<file path="src/rtl/axi_wr_master.sv">
// Single-beat AXI4 write master for the memory-stage store path.
// Accepts one store request, issues AW/W, waits for B, then pulses completion.
module axi_wr_master #(
  parameter int unsigned     ID_W  = 4,
  parameter logic [ID_W-1:0] WR_ID = '0
) (
  input  logic            clk,
  input  logic            rstn,
  input  logic            mm_wen,
  input  logic [63:0]     mm_addr,
  input  logic [63:0]     mm_wdata,
  input  logic [3:0]      mm_wlen,
  output logic            mm_wbusy,
  output logic            mm_wdone,
  output logic            mm_werr,
  output logic [ID_W-1:0] AWID,
  output logic [63:0]     AWADDR,
  output logic [7:0]      AWLEN,
  output logic [2:0]      AWSIZE,
  output logic [1:0]      AWBURST,
  output logic            AWVALID,
  input  logic            AWREADY,
  output logic [63:0]     WDATA,
  output logic [7:0]      WSTRB,
  output logic            WLAST,
  output logic            WVALID,
  input  logic            WREADY,
  input  logic [ID_W-1:0] BID,
  input  logic [1:0]      BRESP,
  input  logic            BVALID,
  output logic            BREADY
);

  typedef enum logic [1:0] {
    IDLE = 2'd0,
    REQ  = 2'd1,
    RESP = 2'd2,
    DONE = 2'd3
  } state_t;

  state_t      state_q, state_d;
  logic        awvalid_q, awvalid_d;
  logic        wvalid_q, wvalid_d;
  logic [63:0] awaddr_q, awaddr_d;
  logic [2:0]  awsize_q, awsize_d;
  logic [63:0] wdata_q, wdata_d;
  logic [7:0]  wstrb_q, wstrb_d;
  logic        werr_q, werr_d;

  logic        lenOk;
  logic [2:0]  sizeEnc;
  logic [2:0]  alignMask;
  logic [7:0]  strbBase;
  logic        reqLegal;

  // Decode the byte length into AXI size, alignment mask and base strobe.
  always_comb begin
    lenOk     = 1'b1;
    sizeEnc   = 3'd0;
    alignMask = 3'b000;
    strbBase  = 8'h01;
    case (mm_wlen)
      4'd1: begin sizeEnc = 3'd0; alignMask = 3'b000; strbBase = 8'h01; end
      4'd2: begin sizeEnc = 3'd1; alignMask = 3'b001; strbBase = 8'h03; end
      4'd4: begin sizeEnc = 3'd2; alignMask = 3'b011; strbBase = 8'h0F; end
      4'd8: begin sizeEnc = 3'd3; alignMask = 3'b111; strbBase = 8'hFF; end
      default: lenOk = 1'b0;
    endcase
    reqLegal = lenOk && ((mm_addr[2:0] & alignMask) == 3'b000);
  end

  always_ff @(posedge clk) begin
    if (!rstn) begin
      state_q   <= IDLE;
      awvalid_q <= 1'b0;
      wvalid_q  <= 1'b0;
      awaddr_q  <= '0;
      awsize_q  <= '0;
      wdata_q   <= '0;
      wstrb_q   <= '0;
      werr_q    <= 1'b0;
    end else begin
      state_q   <= state_d;
      awvalid_q <= awvalid_d;
      wvalid_q  <= wvalid_d;
      awaddr_q  <= awaddr_d;
      awsize_q  <= awsize_d;
      wdata_q   <= wdata_d;
      wstrb_q   <= wstrb_d;
      werr_q    <= werr_d;
    end
  end

  // AW and W retire independently; RESP is entered once neither is pending.
  always_comb begin
    state_d   = state_q;
    awvalid_d = awvalid_q;
    wvalid_d  = wvalid_q;
    awaddr_d  = awaddr_q;
    awsize_d  = awsize_q;
    wdata_d   = wdata_q;
    wstrb_d   = wstrb_q;
    werr_d    = werr_q;
    case (state_q)
      IDLE: begin
        if (mm_wen) begin
          if (reqLegal) begin
            awaddr_d  = mm_addr;
            awsize_d  = sizeEnc;
            wdata_d   = mm_wdata << {mm_addr[2:0], 3'b000};
            wstrb_d   = strbBase << mm_addr[2:0];
            awvalid_d = 1'b1;
            wvalid_d  = 1'b1;
            werr_d    = 1'b0;
            state_d   = REQ;
          end else begin
            werr_d  = 1'b1;
            state_d = DONE;
          end
        end
      end
      REQ: begin
        if (AWREADY) awvalid_d = 1'b0;
        if (WREADY)  wvalid_d  = 1'b0;
        if (!awvalid_d && !wvalid_d) state_d = RESP;
      end
      RESP: begin
        if (BVALID) begin
          werr_d  = (BRESP != 2'b00) || (BID != WR_ID);
          state_d = DONE;
        end
      end
      DONE: state_d = IDLE;
      default: state_d = IDLE;
    endcase
  end

  assign mm_wbusy = (state_q == REQ) || (state_q == RESP) || ((state_q == IDLE) && mm_wen);
  assign mm_wdone = (state_q == DONE);
  assign mm_werr  = (state_q == DONE) && werr_q;

  assign AWID    = WR_ID;
  assign AWADDR  = awaddr_q;
  assign AWLEN   = 8'd0;
  assign AWSIZE  = awsize_q;
  assign AWBURST = 2'b01;
  assign AWVALID = awvalid_q;
  assign WDATA   = wdata_q;
  assign WSTRB   = wstrb_q;
  assign WLAST   = 1'b1;
  assign WVALID  = wvalid_q;
  assign BREADY  = (state_q == RESP);

endmodule

</file>
<file path="config.mk">
export PLATFORM = sky130hd
export DESIGN_NAME = axi_wr_master
export DESIGN_NICKNAME = d
export VERILOG_FILES = /design/src/rtl/axi_wr_master.sv
export SDC_FILE = /design/constraint.sdc
export NUM_CORES = 1
export LEC_CHECK = 0
export CAP_MARGIN = 10
export CORE_UTILIZATION = 43
export CTS_CLUSTER_SIZE = 10
export DETAILED_ROUTE_END_ITERATION = 8
export PLACE_DENSITY = 0.81
export SLEW_MARGIN = 10
export SYNTH_ARGS = -nofsm -noshare
export SYNTH_HDL_FRONTEND = slang
export SYNTH_SLANG_ARGS = --single-unit
</file>
<file path="constraint.sdc">
create_clock -name clk -period 2.2 [get_ports clk]
set_input_delay 0.22 -clock clk [delete_from_list [all_inputs] [get_ports clk]]
set_output_delay 0.22 -clock clk [all_outputs]
set_load 0.005 [all_outputs]
</file>
==> results of run 1 <==
[worst min-delay path, delay by kind of cell]
family | cells | cell delay (ns)
AND/OR/NAND/NOR | 1 | 0.12
buffers and inverters | 1 | 0.17
AO/OA/AOI/OAI | 1 | 0.09
[cells in the mapped netlist, types with 3 or more instances]
cell	n
a211oi_1	13
a21oi_1	117
a221oi_1	7
a22oi_1	4
a311oi_1	8
a31oi_1	4
buf_2	27
buf_4	23
clkbuf_1	39
dfxtp_1	143
ha_1	5
inv_1	8
inv_2	3
mux2_2	10
mux2i_1	56
mux4_2	10
nand2_1	230
nand3_1	36
nand4_1	6
nor2_1	36
nor2b_1	7
nor3_1	11
o211a_1	6
o211ai_1	5
o21ai_0	21
o21ai_1	4
o22ai_1	5
o311ai_0	3
or3_1	5
[layout make-up]
class	count	area, um2
clock inverters	12	133
clock buffers	20	457
fillers	1309	4950
inverters	11	43.8
well taps	216	270
flip-flops and latches	143	2860
repair buffers	344	3460
multi-input cells	655	3820
[flip-flops by register name (all words and copies together), names as in the netlist]
signal	flops
WSTRB	8
AWVALID	1
WDATA	64
werr_q	1
AWADDR	64
WVALID	1
state_q	2
AWSIZE	2
[stage by stage]
| stage | setup WS (ns) | std cells |
|---|---|---|
| floorplan | 0.393 | 901 |
| global placement | -0.253 | 1369 |
| detailed placement | -0.302 | 1369 |
| CTS | 0.0581 | 1401 |
| global route | 0.0233 | 1401 |
| finish | 0.116 | 1401 |
[routing by layer]
layer | vias up | track usage (%) | part of all wire [%]
li1 | 3627 | - | -
met4 | 0 | 11.6 | 2.7
met2 | 355 | 43.0 | 46
met1 | 3464 | 34.3 | 40
met5 | - | 0 | 0
met3 | 46 | 8.84 | 11
[logic make-up after synthesis]
group / count (synthesis) / synth area share (%)
xor+xnor: 4 / 0.492
mux: 76 / 12.6
buf+inv: 103 / 7.22
simple gates: 345 / 20.6
compound gates: 209 / 17.9
flops: 143 / 40.2
fa+ha+maj: 5 / 0.878
other cells: 2 / 0.105
[path summary, 6_finish.rpt]
| kind | to | slack, ns | cells past startpoint | start |
|---|---|---|---|---|
| min reg2reg | WDATA[32]$_SDFFE_PN0P_ | 0.45 | 2 | WDATA[32]$_SDFFE_PN0P_ |
| max | mm_wbusy | 0.12 | 5 | state_q[0]$_SDFFE_PN0P_ |
| max reg2reg | WDATA[12]$_SDFFE_PN0P_ | 0.35 | 8 | state_q[0]$_SDFFE_PN0P_ |
| min | WSTRB[6]$_SDFFE_PN0P_ | 0.25 | 3 | mm_addr[1] |
[timing repair]
action                     4_1_cts  5_1_grt
resized for setup                2        3
hold endpoints to repair         0        0
setup endpoints to repair        1       10
[power by group through the flow]
| stage | clock network (mW) | registers (mW) | logic, mW |
|---|---|---|---|
| final | 2.87 | 2.75 | 1.52 |
| after global routing | 3.07 | 2.77 | 1.64 |
| after CTS | 2.92 | 2.75 | 1.50 |
| after detailed placement | 0 | 2.81 | 1.50 |
| after global placement | 0 | 2.81 | 1.48 |
| after floorplan | 0 | 2.81 | 0.745 |
==> impl_metrics.json, run 1 <==
{
  "status": "finished, final reports clean",
  "core_area_um2": 16000,
  "drtAntennaViolNets": 0,
  "period_share_pct": 94.7,
  "antenna_found_initial": 0,
  "pwr-share-comb_pct": 21.2,
  "seq_power_share_pct": 38.6,
  "ys_seq_area_share_pct": 40.2,
  "synth_top_area_share_pct": 40.2,
  "viasPerCell": 5.35,
  "insertion_delay_ns": 0.42,
  "start_util_pct": 44.5,
  "cp_max_fo": 4,
  "nets": 1321,
  "grt_pass1_vias": 6781,
  "wirelength_mm": 23.8,
  "drt-initial-drc-count": 659,
  "cp_cell_sequence": "inv_1, ha_2, and2_2, or2_2, dlygate4sd2_1",
  "htreeDepth": 4,
  "hpwl_mm": 17.9,
  "holdWs_ns": 0.246,
  "finalHoldViolCount": 0,
  "synth_edf_count": 0,
  "place_congestion": 0.955,
  "p_leak_nw": 4.08,
  "avgSynthCellArea_um2": 8.03,
  "drive_gt1_share_pct": 10.6,
  "cpPeakStageDelay_ns": 0.36,
  "p_sw_mw": 1.92,
  "rsz0062_at_grt": "false",
  "p_int_mw": 5.22,
  "drt_pre_antenna_iters": 5,
  "vias": 7492,
  "grt_overflow": 0,
  "setup_viol": 0,
  "synth_area_leaders": "dfxtp_1 40%, nand2_1 12%, a21oi_1 8.2%, mux2i_1 7.9%, mux4_2 3.2%",
  "slew_violations": 0,
  "n_antenna_cell": 0,
  "crit_family": "simple AND/OR/NAND/NOR gates",
  "syn_area_um2": 7120,
  "grt_max_degree": 43,
  "ys_ff_latch": 143,
  "max_cap_viol_count": 0,
  "grt_pass1_wl_mm": 35.7,
  "wl_per_cell_um": 17.0,
  "ys.flop_type": "dfxtp_1",
  "tns_ns": 0,
  "cts_setup_buffers": 0,
  "worst_pin_slew_ns": 0.586,
  "crit_required_ns": 1.98,
  "cp.buffers_inverters": 2,
  "die-area_um2": 17100,
  "arrival_ns": 1.86,
  "remaining_drc_errors": 0,
  "finalPower_mw": 7.14,
  "hold_buffers": 0,
  "cp-start-kind": "flip-flop",
  "worstHoldPathType": "primary input to flip-flop",
  "cts_inserted_buffers": 17,
  "cts_root_buf": "clkbuf_16",
  "synthArstFlopShare_pct": 0,
  "fmax_ghz": 0.480,
  "portBuffers": 287,
  "yosys.area.top_type": "dfxtp_1",
  "crit_type": "flip-flop to output pin",
  "end_kind": "output pin",
  "fin_area_um2": 11000,
  "dieWidth_um": 131,
  "final_common_cell": "clkdlybuf4s50_1",
  "synth.distinct_cells": 55,
  "place_area_um2": 10400,
  "synth_warnings": 0,
  "period_minus_slack_ns": 2.08,
  "grt_usage_pct": 27.3,
  "rows": 46,
  "utilization_pct": 69.0,
  "synthToLayoutAreaGrowth_pct": 55.1,
  "power.share.clock_pct": 40.2,
  "die_y_um": 131,
  "mostFrequentLayoutCells": "284 x clkdlybuf4s50_1, 230 x nand2_1, 143 x dfxtp_1",
  "sw_frac_of_total_pct": 26.9,
  "cpMaxStageDelayCell": "dfxtp_1",
  "cts_tree": "done",
  "fin_skew_ns": 0.00782,
  "postSynthCellCount": 887,
  "ioPinCount": 304,
  "powerDensity_nw_per_um2": 647,
  "clk_pin_slew_ns": 0.06,
  "cts.path.max_buffers": 2,
  "clock-sinks": 143,
  "maxSlewHeadroom_pct": 60.8,
  "peakVddDrop_mv": 0.620
}
(Power assumes the default switching activity.)
==> inputs of run 2 (changes only) <==
--- a/config.mk
+++ b/config.mk
@@ -7,7 +7,7 @@
 export LEC_CHECK = 0
 export CAP_MARGIN = 10
 export CORE_UTILIZATION = 43
-export CTS_CLUSTER_SIZE = 10
+export CTS_CLUSTER_SIZE = 16
 export DETAILED_ROUTE_END_ITERATION = 8
 export PLACE_DENSITY = 0.81
 export SLEW_MARGIN = 10
==> results of run 2 <==
The final DEF is identical to that of run 1; final timing and power are the same.
==> inputs of run 3 (changes only) <==
--- a/config.mk
+++ b/config.mk
@@ -5,7 +5,6 @@
 export SDC_FILE = /design/constraint.sdc
 export NUM_CORES = 1
 export LEC_CHECK = 0
-export CAP_MARGIN = 10
 export CORE_UTILIZATION = 43
 export CTS_CLUSTER_SIZE = 16
 export DETAILED_ROUTE_END_ITERATION = 8
==> results of run 3 <==
The final DEF is identical to that of run 1; final timing and power are the same.
